===== src/rtl/spi_frame_streamer.sv =====
// SPI mode-0 slave that streams a header / trigger / sample / word / trailer frame
// and returns every byte received on MOSI. All logic runs on sys_clk.
module spi_frame_streamer #(
  parameter int unsigned N_SAMPLES = 200,
  parameter int unsigned N_WORDS   = 2,
  parameter int unsigned AW        = 8,
  parameter logic [7:0]  HDR0      = 8'h55,
  parameter logic [7:0]  HDR1      = 8'hAA
) (
  input  logic                   sys_clk,
  input  logic                   rst,
  input  logic                   cs_n,
  input  logic                   sck,
  input  logic                   mosi,
  output logic                   miso,
  input  logic [7:0]             trigger_voltage,
  input  logic [32*N_WORDS-1:0]  words_in,
  output logic [AW-1:0]          smp_addr,
  input  logic [7:0]             smp_data,
  output logic [7:0]             rxd_data,
  output logic                   rxd_valid,
  output logic [15:0]            byte_idx,
  output logic                   frame_start,
  output logic                   frame_done
);

  localparam int unsigned FRAME_LEN  = 5 + N_SAMPLES + 4 * N_WORDS;
  localparam logic [15:0] LAST_IDX   = 16'(FRAME_LEN - 1);
  localparam logic [15:0] TRL_IDX    = 16'(FRAME_LEN - 2);
  localparam logic [15:0] SMP_FIRST  = 16'd3;
  localparam logic [15:0] SMP_LAST   = 16'(N_SAMPLES + 2);
  localparam logic [15:0] WORD_FIRST = 16'(N_SAMPLES + 3);

  typedef enum logic [1:0] {PF_IDLE, PF_ADDR, PF_DATA} pf_state_e;

  function automatic logic [15:0] idx_inc(input logic [15:0] i);
    return (i == LAST_IDX) ? 16'd0 : i + 16'd1;
  endfunction

  // NOTE: cs_n/sck/mosi are asynchronous; two flops each before any logic sees them.
  logic [1:0] cs_sync_q, sck_sync_q, mosi_sync_q;
  logic       cs_prev_q, sck_prev_q;

  always_ff @(posedge sys_clk or posedge rst) begin
    if (rst) begin
      cs_sync_q   <= 2'b11;
      sck_sync_q  <= 2'b00;
      mosi_sync_q <= 2'b00;
      cs_prev_q   <= 1'b1;
      sck_prev_q  <= 1'b0;
    end else begin
      cs_sync_q   <= {cs_sync_q[0], cs_n};
      sck_sync_q  <= {sck_sync_q[0], sck};
      mosi_sync_q <= {mosi_sync_q[0], mosi};
      cs_prev_q   <= cs_sync_q[1];
      sck_prev_q  <= sck_sync_q[1];
    end
  end

  logic cs_s, mosi_s, cs_fall, sck_rise, sck_fall;
  assign cs_s     = cs_sync_q[1];
  assign mosi_s   = mosi_sync_q[1];
  assign cs_fall  = cs_prev_q & ~cs_s;
  assign sck_rise = sck_sync_q[1] & ~sck_prev_q;
  assign sck_fall = ~sck_sync_q[1] & sck_prev_q;

  pf_state_e              pf_q;
  logic [15:0]            byte_idx_q, fetch_idx_q;
  logic [7:0]             tx_shift_q, next_byte_q, rxd_data_q, trig_shadow_q;
  logic [6:0]             rx_shift_q;
  logic [2:0]             rx_cnt_q;
  logic [AW-1:0]          smp_addr_q;
  logic                   miso_q, rxd_valid_q, frame_start_q, frame_done_q;
  logic [32*N_WORDS-1:0]  words_shadow_q;

  logic [15:0] nxt_idx, launch_idx, word_off;
  logic [31:0] word_sel;
  logic [7:0]  fetch_byte;

  assign nxt_idx    = idx_inc(byte_idx_q);
  assign launch_idx = cs_fall ? 16'd1 : idx_inc(nxt_idx);
  assign word_off   = fetch_idx_q - WORD_FIRST;
  assign word_sel   = 32'(words_shadow_q >> {word_off[15:2], 5'b0});

  // Frame bytes come from constants, the shadow registers, or the sample buffer.
  always_comb begin
    fetch_byte = HDR0;
    if (fetch_idx_q == 16'd1 || fetch_idx_q == TRL_IDX)
      fetch_byte = HDR1;
    else if (fetch_idx_q == 16'd2)
      fetch_byte = trig_shadow_q;
    else if (fetch_idx_q >= SMP_FIRST && fetch_idx_q <= SMP_LAST)
      fetch_byte = smp_data;
    else if (fetch_idx_q >= WORD_FIRST && fetch_idx_q < TRL_IDX)
      fetch_byte = 8'(word_sel >> {~word_off[1:0], 3'b0});
  end

  always_ff @(posedge sys_clk or posedge rst) begin
    if (rst) begin
      pf_q           <= PF_IDLE;
      byte_idx_q     <= '0;
      fetch_idx_q    <= '0;
      tx_shift_q     <= '0;
      next_byte_q    <= '0;
      rxd_data_q     <= '0;
      trig_shadow_q  <= '0;
      rx_shift_q     <= '0;
      rx_cnt_q       <= '0;
      smp_addr_q     <= '0;
      miso_q         <= 1'b0;
      rxd_valid_q    <= 1'b0;
      frame_start_q  <= 1'b0;
      frame_done_q   <= 1'b0;
      words_shadow_q <= '0;
    end else begin
      frame_start_q <= 1'b0;
      frame_done_q  <= 1'b0;
      rxd_valid_q   <= 1'b0;

      // smp_data is valid one cycle after smp_addr registers, so capture two cycles after launch.
      case (pf_q)
        PF_ADDR: pf_q <= PF_DATA;
        PF_DATA: begin
          next_byte_q <= fetch_byte;
          pf_q        <= PF_IDLE;
        end
        default: pf_q <= PF_IDLE;
      endcase

      if (cs_s) begin
        byte_idx_q <= '0;
        rx_cnt_q   <= '0;
        miso_q     <= 1'b0;
        pf_q       <= PF_IDLE;
      end else if (cs_fall) begin
        byte_idx_q     <= '0;
        rx_cnt_q       <= '0;
        tx_shift_q     <= {HDR0[6:0], 1'b0};
        miso_q         <= HDR0[7];
        frame_start_q  <= 1'b1;
        trig_shadow_q  <= trigger_voltage;
        words_shadow_q <= words_in;
        fetch_idx_q    <= launch_idx;
        pf_q           <= PF_ADDR;
      end else begin
        if (sck_rise) begin
          rx_shift_q <= {rx_shift_q[5:0], mosi_s};
          rx_cnt_q   <= rx_cnt_q + 3'd1;
          if (rx_cnt_q == 3'd7) begin
            rxd_data_q  <= {rx_shift_q, mosi_s};
            rxd_valid_q <= 1'b1;
            byte_idx_q  <= nxt_idx;
            tx_shift_q  <= next_byte_q;
            fetch_idx_q <= launch_idx;
            pf_q        <= PF_ADDR;
            if (launch_idx >= SMP_FIRST && launch_idx <= SMP_LAST)
              smp_addr_q <= AW'(launch_idx - SMP_FIRST);
            if (byte_idx_q == LAST_IDX) begin
              frame_done_q   <= 1'b1;
              frame_start_q  <= 1'b1;
              trig_shadow_q  <= trigger_voltage;
              words_shadow_q <= words_in;
            end
          end
        end
        if (sck_fall) begin
          miso_q     <= tx_shift_q[7];
          tx_shift_q <= {tx_shift_q[6:0], 1'b0};
        end
      end
    end
  end

  assign miso        = miso_q;
  assign smp_addr    = smp_addr_q;
  assign rxd_data    = rxd_data_q;
  assign rxd_valid   = rxd_valid_q;
  assign byte_idx    = byte_idx_q;
  assign frame_start = frame_start_q;
  assign frame_done  = frame_done_q;

endmodule


===== config.mk =====
export PLATFORM = sky130hd
export DESIGN_NAME = spi_frame_streamer
export DESIGN_NICKNAME = d
export VERILOG_FILES = /design/src/rtl/spi_frame_streamer.sv
export SDC_FILE = /design/constraint.sdc
export NUM_CORES = 1
export LEC_CHECK = 0
export BUFFER_PORTS_ARGS = -buffer_cell sky130_fd_sc_hd__buf_2
export CAP_MARGIN = 10
export CORE_ASPECT_RATIO = 0.75
export CORE_UTILIZATION = 45
export CTS_CLUSTER_DIAMETER = 40
export CTS_CLUSTER_SIZE = 30
export DETAILED_ROUTE_END_ITERATION = 16
export GPL_ROUTABILITY_DRIVEN = 1
export GPL_TIMING_DRIVEN = 0
export PLACE_DENSITY = 0.68
export RECOVER_POWER = 100
export SKIP_LAST_GASP = 1
export SLEW_MARGIN = 5
export SYNTH_ARGS = -nofsm -noshare
export SYNTH_HDL_FRONTEND = slang
export SYNTH_SLANG_ARGS = --single-unit

===== constraint.sdc =====
create_clock -name sys_clk -period 4.1 [get_ports sys_clk]
set_input_delay 0 -clock sys_clk [delete_from_list [all_inputs] [get_ports sys_clk]]
set_output_delay 0 -clock sys_clk [all_outputs]
set_load 0.01 [all_outputs]

==> impl_metrics.ini <==
[cts]
clockRootBuffer = clkbuf_16
cts_made_buffers = 17
cts_max_level = 4
cts_tree = yes
clk_latency_ps = 440
path_clk_slew_ps = 70
ctsLongestPathBuffers = 2
cts_sinks = 160

[setup_path]
critical_path_depth = 19
slowest_delay_ps = 460
worst-path-buf-inv = 3
r2r_start = byte_idx[8]
cp-end-kind = register
critPathCapture = smp_addr[4]
crit_chain = buf_2 -> nor4b_1 -> nand4_1 -> nand2_1 -> ha_2 -> nor3b_2 -> nand4_1 -> o31ai_4 -> buf_6 -> nor2_1 -> ha_2 -> nor2_1 -> o21ai_0 -> and3_1 -> o32ai_2 -> nor4_4 -> buf_4 -> o21bai_4 -> mux2_4
cp_top_family = simple AND/OR/NAND/NOR gates
startpoint_type = register
r2r-end = smp_addr[4]
r2r_slack_ps = -130
required_ps = 4420
path_max_fanout = 9
startpoint = byte_idx[8]
critPathArrivalTime_ps = 4540
worstSetupPathType = reg -> reg
slowest_stage = nor4b_1
rr_worst_depth = 19

[drt]
drt_iter0_markers = 613
wire_per_inst_um = 18.2
detail_route.vias_per_cell = 5.52
first_pass_iters = 5
drt-total-wl_um = 23000
drcViolationCount = 0
antenna_left = 0
num_vias = 6992

[outcome]
violations = max-capacitance violations, max-slew violations, negative setup slack
status = finished, violations left

[synth]
ys_ff_latch = 160
synth.distinct_cells = 73
ys_top_cells_by_area = dfrtp_1, mux2_2, mux4_2, nand2_1, xnor2_1
synth_largest_area_cell = dfrtp_1
yosysSeqAreaShare_pct = 48.0
syn_area_per_cell_um2 = 10.9
async_reset_ff_share_pct = 100
synthTopCellsByCount = dfrtp_1, nand2_1, mux2_2
netlist_area_um2 = 8360
netlist_instances = 764
synth_most_common_cell = dfrtp_1
ys_warn_count = 0
synth_edf_count = 0
netlist.area_leader.share_pct = 47.0
ys.flop_type = dfrtp_1
synth_fp_nets = 860

[placed_design]
dpl_worst_slack_ps = -991
dp.cells = 1131
port-buffer-count = 120
hpwl_um = 15300
place.gp.congestion = 0.894

[power_and_ir_drop]
p_leak_nw = 4.75
peakVddDrop_mv = 0.264
finalPower_w = 0.00404
p_per_area_nw_per_um2 = 369

[sta]
finalCritPeriodShare_pct = 103
finalHoldViolations = 0
finalCriticalPeriod_ps = 4230
fmax_mhz = 237
rsz0062_at_grt = true
slew_headroom_pct = -25.6
skew_ps = 12.0
whs_ps = 28.1
setup_violations = 7
worstMarginPinSlew_ps = 1880
drv_slew = 36
setup_ws_ps = -126

[global_routing]
grt_pass1_vias = 7028
antenna_found_initial = 2
grt_overflow = 0
grt_usage_pct = 25.6
grt_pass1_wl_um = 37800
grt_max_degree = 39

[floorplan]
core_area_um2 = 17900
std_cell_rows = 42
ioPinCount = 121
die_w_um = 159
die_h_um = 120
fp.dieArea_um2 = 19100
start_util_pct = 46.6

[final_layout]
utilization_pct = 61.1
drive_gt1_share_pct = 28.8
area_growth_pct = 31.1
nNetsFinal = 1105
fin_cells = 1266

[min_path]
min_path_cells = 5
hold_path.class = in -> reg

[job]
drv_cap = 1
## worst min path at each step
stage                     start        endpoint  slack, ps
floorplan                  cs_n    cs_sync_q[0]          4
global placement           cs_n    cs_sync_q[0]        110
detailed placement          rst     smp_addr[1]         70
CTS                 smp_data[5]  next_byte_q[5]          8
global route        smp_data[5]  next_byte_q[5]         70
finish              smp_data[1]  next_byte_q[1]         30
## registers in the layout (all words and copies together) (netlist names)
register / flops
words_shadow_q: 64
byte_idx: 16
fetch_idx_q: 16
next_byte_q: 8
rxd_data: 8
smp_addr: 8
trig_shadow_q: 8
tx_shift_q: 8
rx_shift_q: 7
rx_cnt_q: 3
cs_sync_q: 2
mosi_sync_q: 2
pf_q: 2
sck_sync_q: 2
cs_prev_q: 1
frame_done: 1
frame_start: 1
miso: 1
rxd_valid: 1
sck_prev_q: 1
## metrics by stage
step / cell area [um2] / TNS [ps]
detailed placement: 9400 / -6960
global placement: 9280 / -7030
global route: 11000 / -6470
floorplan: 8380 / 0
CTS: 11000 / -432
finish: 11000 / -442
## power breakdown
group,internal (W),leakage [nW],switching (W)
sequential,0.00174,1.99,0.000104
combinational,0.000299,2.46,0.000226
clock,0.000952,0.303,0.000715
## layer usage
layer | vias to the layer above | wire [um] | global-route usage, %
met1 | 3432 | 10700 | 35.6
met4 | 0 | 466 | 8.41
met2 | 265 | 10500 | 40.0
met5 | - | 0 | 0
li1 | 3250 | - | -
met3 | 45 | 1310 | 5.22
## cells in the final DEF, fill, tap and decap left out, types with 8 or more instances in the layout
master and count:
a21oi_1 21, nand2_1 94, mux2i_1 13, o31ai_1 15, buf_4 22, dlygate4sd3_1 82
nand2b_1 9, nand3_1 12, xor2_1 12, mux4_2 16, mux2_2 82, o221ai_1 8
dfrtp_1 156, nand4_1 9, ha_1 9, xnor2_1 21, inv_1 24, clkbuf_16 17
clkbuf_1 57, nor2_1 50, nor3_1 16, buf_2 98, o21ai_0 33
## worst register-to-register path: cells and delay by family (launching register included)
kind	cells	cell delay (ps)
buf+inv	3	490
flops	1	370
mux	1	320
simple gates	9	1750
compound gates	4	830
fa+ha+maj	2	360
## final cells by class
class / count / area [um2]
fillers: 1413 / 6960
multi-input cells: 538 / 4160
flip-flops and latches: 160 / 4010
repair buffers: 227 / 1580
clock buffers: 19 / 453
well taps: 242 / 303
plain buffers: 39 / 184
clock inverters: 13 / 161
inverters: 26 / 101
diodes: 2 / 5.00
## cell families (layout without fill, tap and decap cells)
family / count (synthesis) / in the layout / synth area share (%)
AOI/OAI and AO/OA: 131 / 131 / 11.2
other: 0 / 2 / 0
buffers and inverters: 66 / 324 / 3.25
xor gates and xnor gates: 35 / 35 / 3.67
muxes: 114 / 114 / 17.4
adders and majority gates: 11 / 11 / 1.65
and+or+nand+nor: 247 / 247 / 14.8
DFF: 160 / 160 / 48.0
## what timing repair did
item	4_1_cts	5_1_grt
resized for setup	16	7
hold buffers	82	0
hold endpoints to repair	121	0
pin swaps	9	7
buffers inserted	18	6
endpoints found under the setup margin	8	12
(Power assumes the default switching activity.)
